### config.mk
export PLATFORM = sky130hd
export DESIGN_NAME = sti_rx_flat
export DESIGN_NICKNAME = d
export VERILOG_FILES = /design/src/rtl/sti_rx_pkg.sv /design/src/rtl/sti_rx_if.sv /design/src/rtl/sti_rx_fifo.sv /design/src/rtl/sti_rx.sv /design/src/flat_wrapper.sv
export SDC_FILE = /design/constraint.sdc
export NUM_CORES = 1
export LEC_CHECK = 0
export BUFFER_PORTS_ARGS = -buffer_cell sky130_fd_sc_hd__clkbuf_2
export CORE_MARGIN = 2
export CORE_UTILIZATION = 58
export CTS_CLUSTER_SIZE = 10
export DETAILED_ROUTE_END_ITERATION = 12
export GPL_TIMING_DRIVEN = 0
export PLACE_DENSITY = 0.86
export SETUP_SLACK_MARGIN = 0.02
export SLEW_MARGIN = 40
export SYNTH_ARGS = -nofsm -noshare
export SYNTH_HDL_FRONTEND = slang
export SYNTH_SLANG_ARGS = --single-unit
### constraint.sdc
create_clock -name clk -period 5.8 [get_ports clk]
set_clock_uncertainty 0.05 [all_clocks]
set_input_delay 0.58 -clock clk [delete_from_list [all_inputs] [get_ports clk]]
set_output_delay 0.58 -clock clk [all_outputs]
set_load 0.01 [all_outputs]
### src/rtl/sti_rx_pkg.sv
// Shared types and constants for the STI serial link receiver.
//   LEN_* : cfg_length codes (8/16/24/32-bit bursts)
//   len_bits() : burst length code -> number of bits in the burst
//   sti_state_e : receiver FSM states
//   sti_entry_t : FIFO entry (reconstructed word plus padding-error flag)
package sti_pkg;

  localparam logic [1:0] LEN_8  = 2'b00;
  localparam logic [1:0] LEN_16 = 2'b01;
  localparam logic [1:0] LEN_24 = 2'b10;
  localparam logic [1:0] LEN_32 = 2'b11;

  function automatic logic [5:0] len_bits(input logic [1:0] len);
    case (len)
      LEN_8:   return 6'd8;
      LEN_16:  return 6'd16;
      LEN_24:  return 6'd24;
      default: return 6'd32;
    endcase
  endfunction

  typedef enum logic {IDLE, RECV} sti_state_e;

  typedef struct packed {
    logic        pad_err;
    logic [15:0] data;
  } sti_entry_t;

endpackage

### src/rtl/sti_rx_if.sv
// Bus bundle for sti_rx.
//   serial side : so_data, so_valid, cfg_msb/length/fill/low
//   parallel side : po_data, po_pad_err, po_valid, po_ready
//   status : frame_err (1-cycle pulse), ovf (sticky)
// master = stimulus/consumer side, slave = the receiver.
interface sti_rx_if;
  logic        so_data;
  logic        so_valid;
  logic        cfg_msb;
  logic [1:0]  cfg_length;
  logic        cfg_fill;
  logic        cfg_low;
  logic [15:0] po_data;
  logic        po_pad_err;
  logic        po_valid;
  logic        po_ready;
  logic        frame_err;
  logic        ovf;

  modport master (
    output so_data, so_valid, cfg_msb, cfg_length, cfg_fill, cfg_low, po_ready,
    input  po_data, po_pad_err, po_valid, frame_err, ovf
  );

  modport slave (
    input  so_data, so_valid, cfg_msb, cfg_length, cfg_fill, cfg_low, po_ready,
    output po_data, po_pad_err, po_valid, frame_err, ovf
  );
endinterface

### src/rtl/sti_rx_fifo.sv
// Small synchronous FIFO of sti_entry_t words.
//   push/din : write a completed word (dropped when full unless popping)
//   pop      : remove head (ignored when empty)
//   head     : word at the head, zero while empty
//   full/empty : occupancy flags
//   ovf      : sticky, set when a word is dropped on a full FIFO
module sti_rx_fifo
  import sti_pkg::*;
#(
  parameter int DEPTH = 2
) (
  input  logic       clk,
  input  logic       reset,
  input  logic       push,
  input  sti_entry_t din,
  input  logic       pop,
  output sti_entry_t head,
  output logic       full,
  output logic       empty,
  output logic       ovf
);
  localparam int AW = $clog2(DEPTH);
  localparam int CW = AW + 1;

  sti_entry_t      mem_q [DEPTH];
  sti_entry_t      mem_d [DEPTH];
  logic [AW-1:0]   wr_ptr_q, wr_ptr_d, rd_ptr_q, rd_ptr_d;
  logic [CW-1:0]   count_q, count_d;
  logic            ovf_q, ovf_d;
  logic            wr_en, rd_en;

  assign full  = (count_q == CW'(DEPTH));
  assign empty = (count_q == '0);
  assign head  = empty ? '0 : mem_q[rd_ptr_q];
  assign ovf   = ovf_q;

  // A pop frees a slot in the same cycle, so a push into a full FIFO
  // is still accepted when the head is being consumed.
  assign rd_en = pop & ~empty;
  assign wr_en = push & (~full | rd_en);

  always_comb begin
    mem_d    = mem_q;
    wr_ptr_d = wr_ptr_q;
    rd_ptr_d = rd_ptr_q;
    count_d  = count_q;
    ovf_d    = ovf_q | (push & full & ~rd_en);
    if (wr_en) begin
      mem_d[wr_ptr_q] = din;
      wr_ptr_d        = wr_ptr_q + AW'(1);
    end
    if (rd_en) rd_ptr_d = rd_ptr_q + AW'(1);
    case ({wr_en, rd_en})
      2'b10:   count_d = count_q + CW'(1);
      2'b01:   count_d = count_q - CW'(1);
      default: count_d = count_q;
    endcase
  end

  always_ff @(posedge clk or negedge reset) begin
    if (!reset) begin
      for (int i = 0; i < DEPTH; i++) mem_q[i] <= '0;
      wr_ptr_q <= '0;
      rd_ptr_q <= '0;
      count_q  <= '0;
      ovf_q    <= 1'b0;
    end else begin
      mem_q    <= mem_d;
      wr_ptr_q <= wr_ptr_d;
      rd_ptr_q <= rd_ptr_d;
      count_q  <= count_d;
      ovf_q    <= ovf_d;
    end
  end
endmodule

### src/rtl/sti_rx.sv
// STI serial-to-parallel receiver.
// Deserialises an 8/16/24/32-bit burst on so_data/so_valid, rebuilds the
// 16-bit word using the sampled cfg_* settings, and queues it with its
// padding-error flag toward a valid/ready consumer.
//   clk, reset (async, active low)
//   bus : sti_rx_if.slave (serial in, cfg, parallel out, frame_err, ovf)
module sti_rx
  import sti_pkg::*;
#(
  parameter int FIFO_DEPTH = 2
) (
  input logic     clk,
  input logic     reset,
  sti_rx_if.slave bus
);
  sti_state_e  state_q, state_d;
  logic [5:0]  cnt_q, cnt_d;
  logic [31:0] w_q, w_d;
  logic        msb_q, msb_d, fill_q, fill_d, low_q, low_d;
  logic [1:0]  len_q, len_d;
  logic        frame_err_q, frame_err_d;
  logic        push;
  sti_entry_t  ent, head;
  logic        full, empty;

  always_comb begin
    state_d     = state_q;
    cnt_d       = cnt_q;
    w_d         = w_q;
    msb_d       = msb_q;
    len_d       = len_q;
    fill_d      = fill_q;
    low_d       = low_q;
    frame_err_d = 1'b0;
    push        = 1'b0;
    case (state_q)
      IDLE: if (bus.so_valid) begin
        // Bit 0 lands in W[0] either way: MSB-first then shifts it up,
        // LSB-first indexes subsequent bits by count.
        msb_d   = bus.cfg_msb;
        len_d   = bus.cfg_length;
        fill_d  = bus.cfg_fill;
        low_d   = bus.cfg_low;
        w_d     = {31'b0, bus.so_data};
        cnt_d   = 6'd1;
        state_d = RECV;
      end
      RECV: if (bus.so_valid) begin
        if (msb_q) w_d = {w_q[30:0], bus.so_data};
        else       w_d[cnt_q[4:0]] = bus.so_data;
        cnt_d = cnt_q + 6'd1;
        if (cnt_q == len_bits(len_q) - 6'd1) begin
          push    = 1'b1;
          state_d = IDLE;
        end
      end else begin
        frame_err_d = 1'b1;
        state_d     = IDLE;
      end
      default: state_d = IDLE;
    endcase
  end

  // Word extraction works on w_d so the completing bit is included.
  always_comb begin
    ent = '0;
    case (len_q)
      LEN_8:  ent.data = low_q ? {w_d[7:0], 8'h00} : {8'h00, w_d[7:0]};
      LEN_16: ent.data = w_d[15:0];
      LEN_24: begin
        ent.data    = fill_q ? w_d[23:8]   : w_d[15:0];
        ent.pad_err = fill_q ? |w_d[7:0]   : |w_d[23:16];
      end
      default: begin
        ent.data    = fill_q ? w_d[31:16]  : w_d[15:0];
        ent.pad_err = fill_q ? |w_d[15:0]  : |w_d[31:16];
      end
    endcase
  end

  always_ff @(posedge clk or negedge reset) begin
    if (!reset) begin
      state_q     <= IDLE;
      cnt_q       <= '0;
      w_q         <= '0;
      msb_q       <= 1'b0;
      len_q       <= LEN_8;
      fill_q      <= 1'b0;
      low_q       <= 1'b0;
      frame_err_q <= 1'b0;
    end else begin
      state_q     <= state_d;
      cnt_q       <= cnt_d;
      w_q         <= w_d;
      msb_q       <= msb_d;
      len_q       <= len_d;
      fill_q      <= fill_d;
      low_q       <= low_d;
      frame_err_q <= frame_err_d;
    end
  end

  sti_rx_fifo #(.DEPTH(FIFO_DEPTH)) u_fifo (
    .clk   (clk),
    .reset (reset),
    .push  (push),
    .din   (ent),
    .pop   (bus.po_ready),
    .head  (head),
    .full  (full),
    .empty (empty),
    .ovf   (bus.ovf)
  );

  assign bus.po_valid   = ~empty;
  assign bus.po_data    = head.data;
  assign bus.po_pad_err = head.pad_err;
  assign bus.frame_err  = frame_err_q;
endmodule

### src/flat_wrapper.sv
// flat-port wrapper written by rule: the top's interface ports become plain ports
module sti_rx_flat import sti_pkg::*;
#(
  parameter int FIFO_DEPTH = 2
)
  (clk, reset, bus_so_data, bus_so_valid, bus_cfg_msb, bus_cfg_length, bus_cfg_fill, bus_cfg_low, bus_po_ready, bus_po_data, bus_po_pad_err, bus_po_valid, bus_frame_err, bus_ovf);
  sti_rx_if bus_i ();
  input logic clk;
  input logic reset;
  input wire logic [$bits(bus_i.so_data)-1:0] bus_so_data;
  input wire logic [$bits(bus_i.so_valid)-1:0] bus_so_valid;
  input wire logic [$bits(bus_i.cfg_msb)-1:0] bus_cfg_msb;
  input wire logic [$bits(bus_i.cfg_length)-1:0] bus_cfg_length;
  input wire logic [$bits(bus_i.cfg_fill)-1:0] bus_cfg_fill;
  input wire logic [$bits(bus_i.cfg_low)-1:0] bus_cfg_low;
  input wire logic [$bits(bus_i.po_ready)-1:0] bus_po_ready;
  output wire logic [$bits(bus_i.po_data)-1:0] bus_po_data;
  output wire logic [$bits(bus_i.po_pad_err)-1:0] bus_po_pad_err;
  output wire logic [$bits(bus_i.po_valid)-1:0] bus_po_valid;
  output wire logic [$bits(bus_i.frame_err)-1:0] bus_frame_err;
  output wire logic [$bits(bus_i.ovf)-1:0] bus_ovf;
  assign bus_i.so_data = bus_so_data;
  assign bus_i.so_valid = bus_so_valid;
  assign bus_i.cfg_msb = bus_cfg_msb;
  assign bus_i.cfg_length = bus_cfg_length;
  assign bus_i.cfg_fill = bus_cfg_fill;
  assign bus_i.cfg_low = bus_cfg_low;
  assign bus_i.po_ready = bus_po_ready;
  assign bus_po_data = bus_i.po_data;
  assign bus_po_pad_err = bus_i.po_pad_err;
  assign bus_po_valid = bus_i.po_valid;
  assign bus_frame_err = bus_i.frame_err;
  assign bus_ovf = bus_i.ovf;
  sti_rx #(.FIFO_DEPTH(FIFO_DEPTH)) u_core (.clk(clk), .reset(reset), .bus(bus_i));
endmodule
Word-level counts from Yosys, hierarchy flattened
Index checks and enable logic that the tools add are counted.

storage, ports and cells
  register bits after elaboration = 84
  output and inout port bits = 20
  word-level logic and storage cells = 96

operators by class
  add/subtract/negate cells = 6
  $lt $le $gt $ge = 5
  equality and inequality tests = 8
  multiplexer cells = 37
  bitwise gates (word level) = 12
  reductions and logical operators = 12

operators by type and width
  cell                                                                           number
  32-bit 2-to-1 mux                                                              3
  17-bit 2-to-1 mux                                                              5
  32-bit one-hot mux with 2 select lines                                         1
  16-bit 2-to-1 mux                                                              3
  16-bit one-hot mux with 3 select lines                                         1
  34-bit bitwise mux                                                             1
  32-bit bitwise mux                                                             1
  16-bit OR reduction                                                            2
  6-bit 2-to-1 mux                                                               4
  6-bit one-hot mux with 3 select lines                                          1
  17-bit demux with 1-bit select                                                 1
  8-bit OR reduction                                                             2
  6-bit one-hot mux with 2 select lines                                          1
  1-bit 2-to-1 mux                                                               11
  6-bit by 1-bit adder with 6-bit output (second input constant)                 1
  2-bit == test (second input constant)                                          3
  6-bit == test                                                                  1
  5-bit by 6-bit less-than comparator with 1-bit output (second input constant)  1
  6-bit by 1-bit subtractor with 6-bit output (second input constant)            1
  1-bit demux with 5-bit select                                                  1
  5-bit by 1-bit >= comparator with 1-bit output (second input constant)         1
  1-bit AND                                                                      4
  2-bit by 1-bit == test with 1-bit output (second input constant)               2
  2-bit >= comparator (second input constant)                                    2
  other kinds (15)                                                               26

Depth between registers and ports, before layout
  word-level depth = 12
  depth in mapped cells = 11
  mapped depth without buffers = 11

By module
Synthesis repeated with hierarchy kept, for this count alone.

unflattened totals
  cell total of the unflattened synthesis = 574
  area total of the unflattened synthesis = 5480.3 um^2

modules (own cells, without submodules)
  module       times used  cells each  area each (um^2)  sequential area each (um^2)
  sti_rx       1           437         3689.8            1126.1
  sti_rx_fifo  1           137         1790.5            975.9

Least setup slack after synthesis
Ideal clock, no wire load.

  path kind = input-to-reg
  start point = input bus_so_data
  end point = register u_core.u_fifo.mem_q[10] (netlist name)
  library setup time = 128 ps
  data arrival time = 2291 ps
  path slack = 3332 ps
  stages = 10
  buffers on the path = 2
  path through = clkbuf_1 > and4b_1 > clkbuf_1 > a22o_1 > a311o_1 > nor3b_1 > o21ai_1 > a21oi_1 > a211oi_1 > mux2_1

on the way
  cells in the longest elaborated chain, start to end = 7

ends and longest elaborated chain
  element                                      line                        RTL
  start, declared                              flat_wrapper.sv:10          input wire logic [$bits(bus_i.so_data)-1:0] bus_so_data;
  32-bit bitwise mux *                         sti_rx.sv:50                else w_d[cnt_q[4:0]] = bus.so_data;
  32-bit 2-to-1 mux *                          sti_rx.sv:49                if (msb_q) w_d = {w_q[30:0], bus.so_data};
  32-bit 2-to-1 mux *                          sti_rx.sv:48                RECV: if (bus.so_valid) begin
  32-bit one-hot mux with 2 select lines *     sti_rx.sv:36                case (state_q)
  via u_core.w_d[10]                           sti_rx.sv:18                logic [31:0] w_q, w_d;
  16-bit 2-to-1 mux, on equally long branches  sti_rx.sv:75, sti_rx.sv:71
  16-bit one-hot mux with 3 select lines *     sti_rx.sv:67                case (len_q)
  34-bit bitwise mux *                         sti_rx_fifo.sv:49           mem_d[wr_ptr_q] = din;
  end signal, assigned                         sti_rx_fifo.sv:68           mem_q <= mem_d;
  end, declared                                sti_rx_fifo.sv:25           sti_entry_t mem_q [DEPTH];

The timed path passes the listed nets; every way through them passes the cells marked *.
A chain may end at the register's enable or synchronous reset.

Worst setup path in the final report
  start point = register u_core.cnt_q[3]
  end point = register u_core.u_fifo.mem_q[16] (netlist name)

on the way
  cells in the longest elaborated chain, start to end = 12

ends and longest elaborated chain
  element                                                                                                                                        line                        RTL
  start, declared                                                                                                                                sti_rx.sv:17                logic [5:0] cnt_q, cnt_d;
  start signal, assigned                                                                                                                         sti_rx.sv:93                cnt_q <= cnt_d;
  5-bit by 6-bit less-than comparator with 1-bit output (not written as such) or 5-bit by 1-bit >= comparator with 1-bit output (tied branches)  sti_rx.sv:50
  1-bit logical AND (not written as such)                                                                                                        sti_rx.sv:50
  1-bit 2-to-1 mux (not written as such)                                                                                                         sti_rx.sv:50
  1-bit demux with 5-bit select                                                                                                                  n/a
  32-bit bitwise mux                                                                                                                             sti_rx.sv:50
  32-bit 2-to-1 mux                                                                                                                              sti_rx.sv:49
  32-bit 2-to-1 mux                                                                                                                              sti_rx.sv:48
  32-bit one-hot mux with 2 select lines                                                                                                         sti_rx.sv:36
  16-bit OR reduction or 8-bit OR reduction (tied branches)                                                                                      sti_rx.sv:76, sti_rx.sv:72
  1-bit 2-to-1 mux, on equally long branches                                                                                                     sti_rx.sv:76, sti_rx.sv:72
  1-bit one-hot mux with 2 select lines                                                                                                          sti_rx.sv:67
  34-bit bitwise mux                                                                                                                             sti_rx_fifo.sv:49

Several ways; a longest one is shown, not always the timed one.

==> metrics <==
outcome=finished clean; post_cts resized=0; total negative slack=0 ns; internal power=1062 µW; slowest CP cell=nor3_1; Layout fillers=723; RSZ-0062 raised after global routing=false; Synth Area in Compound Gates=19.27%; Worst-path clk slew=0.11 ns; WL final=17.30 mm; P_leak=0.002689 µW; main combinational cell family by area after synthesis=simple AND/OR/NAND/NOR gates; beginning of the worst register-to-register path=u_core.cnt_q[3]; Critical Path, Cell by Cell=buf_2 > buf_2 > buf_2 > nor4_1 > nor3_1 > nand3_1 > nor4_2 > nand4_1 > nand3_2 > o31ai_1; number of DRC markers in iteration 0=479; Residual DRC=0; largest net degree at the start of global routing=50; vias in the first global route=4,904; worst slew pin tran=0.8099 ns; MaxCap Viol Count=0; Final Critical Period=3.171 ns; max incr delay on CP=0.63 ns; Top Ports=30; Logic pwr share=38.1%; cell chosen for the clock root=clkbuf_8; area of the core=8806 µm²; final hold vios=0; site row count=34; Avg Cell Area, Syn=9.163 µm²; final period utilization=54.67%; Synth Area in Adders=1.645%; Psw=754.4 µW; CTS max path bufs=2; fmax=0.3154 GHz; Placer Congestion=1.035; sw frac=41.53%; final setup fails=0; Total GRT Usage=36.01%; Slew Limit Headroom=45.59%; post-layout util=66.16%; cts-stage hold buffer count=0; ys flop type=dfrtp_1; IO buf count=28; CTS buffer count=9; post-synthesis cell area=5324 µm²; XOR/XNOR share of the synthesized area=1.152%; Overflow after GRT=0; Crit Path Class=flip-flop to flip-flop; iteration count of the initial detailed-routing pass=6; detailed placer's ending HPWL=12.74 mm; Critical Path Sink Type=flip-flop; Synth Net Count=598; initial antenna violation count=0; Clock power frac=22.2%; DIE AREA=9961 µm²; CTS tree=built; Setup crit start kind=flip-flop; Critical Path RT=5.99 ns; sequential share of power=39.7%; Post-Synthesis Cells=581; Worst VDD drop=0.2379 mV; Simple-Gate Fraction of Synth Area=21.01%; htree depth=3; sequential share of the synthesized area=39.48%; Inserted Diodes=0; crit-path max FO=10; CP Launch Point=u_core.cnt_q[3]; post-detailed-route count of antenna-violating nets=0; multiplexer area fraction after synthesis=11.37%; Initial Util=60.46%; pwr/cell area=311.8 nW/µm²; Die Y=99.81 µm; r2r setup slk=2.63 ns; Crit Reg-Reg Endpoint=u_core.u_fifo.mem_q[16]; Min Hold Slack=0.05098 ns; Layout Nets=638; max-slew violations=0; # clock sinks=84; share of cells above drive strength 1=17.25%; WP data arrival=3.36 ns; Area Overhead vs Synth=9.424%; die width=99.81 µm; ys async rst share=100.0%; Distinct cells, synth=75; DR vias=4,991; EDFF count, synth=0; worst r2r path cells=10; Skew-Pair Late Insertion Delay=0.37 ns; Yosys Warn Count=0; flops & latches, synth=84; worst hold path class=primary input to asynchronous set/reset pin; total power=1816 µW; Avg Vias per Cell=6.800; first-pass GRT wire length=27.22 mm; Setup Buffers After CTS=0; CP most frequent cell=buf_2; wire length per cell=23.57 µm
==> cells by family (layout without fill, tap and decap cells) <==
group | after synthesis | in the layout
AND/OR/NAND/NOR | 214 | 214
AO/OA/AOI/OAI | 137 | 137
flip-flops | 84 | 84
buffers and inverters | 75 | 120
multiplexers | 57 | 57
adder cells (fa/ha/maj) | 7 | 7
XOR/XNOR | 7 | 7
==> worst max-delay path by stage <==
stage	end	slack, ns
final	u_core.u_fifo.mem_q[16]	2.63
after global routing	u_core.u_fifo.mem_q[16]	2.58
after global placement	u_core.u_fifo.mem_q[16]	2.55
after detailed placement	u_core.u_fifo.mem_q[30]	2.52
after floorplan	u_core.u_fifo.mem_q[10]	3.33
after CTS	bus_po_data[8]	2.76
==> area by class of cell <==
| cell class | count | area, µm² | area share [%] |
|---|---|---|---|
| Timing Repair Buffer | 29 | 176.4 | 3.028 |
| Tap cell | 108 | 135.1 | 2.320 |
| Clock buffer | 10 | 127.6 | 2.191 |
| Inverter | 25 | 93.84 | 1.611 |
| Multi-Input combinational cell | 422 | 2914 | 50.02 |
| Clock inverter | 6 | 47.55 | 0.8162 |
| Buffer | 50 | 229.0 | 3.930 |
| Sequential cell | 84 | 2102 | 36.08 |
==> power groups by stage <==
stage	Clock [µW]	Combinational, µW	Sequential, µW
after floorplan	0	475	709
after global placement	0	659	725
after detailed placement	0	670	729
after CTS	401	674	718
after global routing	425	741	727
final	404	692	720
==> through the flow <==
step	setup slack, ns	area, µm²	std cells
floorplan	3.332	5324	581
global placement	2.549	5599	717
detailed placement	2.521	5650	718
CTS	2.759	5826	734
global route	2.578	5826	734
finish	2.629	5826	734
==> sequential cells by signal (all words and copies together) (netlist names) <==
| register | flops |
|---|---|
| u_core.bus.frame_err | 1 |
| u_core.cnt_q | 6 |
| u_core.fill_q | 1 |
| u_core.len_q | 2 |
| u_core.low_q | 1 |
| u_core.msb_q | 1 |
| u_core.state_q | 1 |
| u_core.u_fifo.count_q | 2 |
| u_core.u_fifo.mem_q | 34 |
| u_core.u_fifo.ovf | 1 |
| u_core.u_fifo.rd_ptr_q | 1 |
| u_core.u_fifo.wr_ptr_q | 1 |
| u_core.w_q | 32 |
==> routing by layer <==
| metal | routed length, µm | GRT usage (%) | up-vias | share of wire (%) |
|---|---|---|---|---|
| met1 | 6733 | 46.94 | 2410 | 39 |
| met5 | 0 | 0 | - | 0 |
| met4 | 846 | 19.18 | 0 | 4.9 |
| li1 | - | - | 2211 | - |
| met2 | 8121 | 57.22 | 301 | 47 |
| met3 | 1596 | 6.964 | 69 | 9.2 |
==> layout by cell type, fill, tap and decap left out, drive strengths merged, types with 8 or more instances in the layout <==
master   n
buf     30
o21ai   30
nor2    44
nor2b   13
clkbuf  59
a21oi   19
nand2b  10
nand3   21
mux2    28
mux2i   29
nand2   66
o211ai  16
inv     27
nor3     8
dfrtp   84
==> worst max-delay path, delay by kind of cell, from the launching register on <==
kind | cells | cell delay (ns)
buffers and inverters | 3 | 0.91
flip-flops | 1 | 0.45
AO/OA/AOI/OAI | 1 | 0.08
AND/OR/NAND/NOR | 6 | 1.55
==> synthesized netlist by cell type (3+ instances only) <==
| library cell | instances | share of area, % |
|---|---|---|
| inv_1 | 20 | 1.4 |
| a221oi_1 | 4 | 0.66 |
| clkbuf_1 | 21 | 1.5 |
| nand4b_1 | 5 | 0.82 |
| a221o_1 | 7 | 1.3 |
| dfrtp_1 | 84 | 39 |
| buf_1 | 7 | 0.49 |
| buf_2 | 18 | 1.7 |
| nor2_1 | 42 | 3.0 |
| a22oi_1 | 3 | 0.42 |
| mux2_1 | 8 | 1.7 |
| a22o_1 | 5 | 0.82 |
| o31ai_1 | 3 | 0.42 |
| and4bb_1 | 3 | 0.71 |
| and3_1 | 4 | 0.47 |
| o211a_1 | 3 | 0.56 |
| nand3b_1 | 5 | 0.71 |
| inv_2 | 5 | 0.35 |
| mux2_2 | 20 | 4.2 |
| a32o_1 | 4 | 0.75 |
| or3_1 | 7 | 0.82 |
| ha_1 | 7 | 1.6 |
| buf_4 | 3 | 0.42 |
| o21ai_1 | 7 | 0.66 |
| a31oi_1 | 6 | 0.71 |
| nor3_1 | 8 | 0.75 |
| nand2_1 | 66 | 4.7 |
| xor2_1 | 5 | 0.82 |
| mux2i_1 | 29 | 5.5 |
| nor4_1 | 6 | 0.71 |
| nor2b_1 | 12 | 1.4 |
| o21ai_0 | 23 | 2.2 |
| nand2b_1 | 9 | 1.1 |
| a21oi_1 | 18 | 1.7 |
| nor3b_1 | 3 | 0.42 |
| nand4_1 | 6 | 0.71 |
| o2111ai_1 | 3 | 0.49 |
| a32oi_1 | 4 | 0.66 |
| o211ai_1 | 15 | 2.1 |
| a311o_1 | 4 | 0.75 |
| nand3_1 | 20 | 1.9 |
No activity file was read; power rests on OpenSTA's default activity.
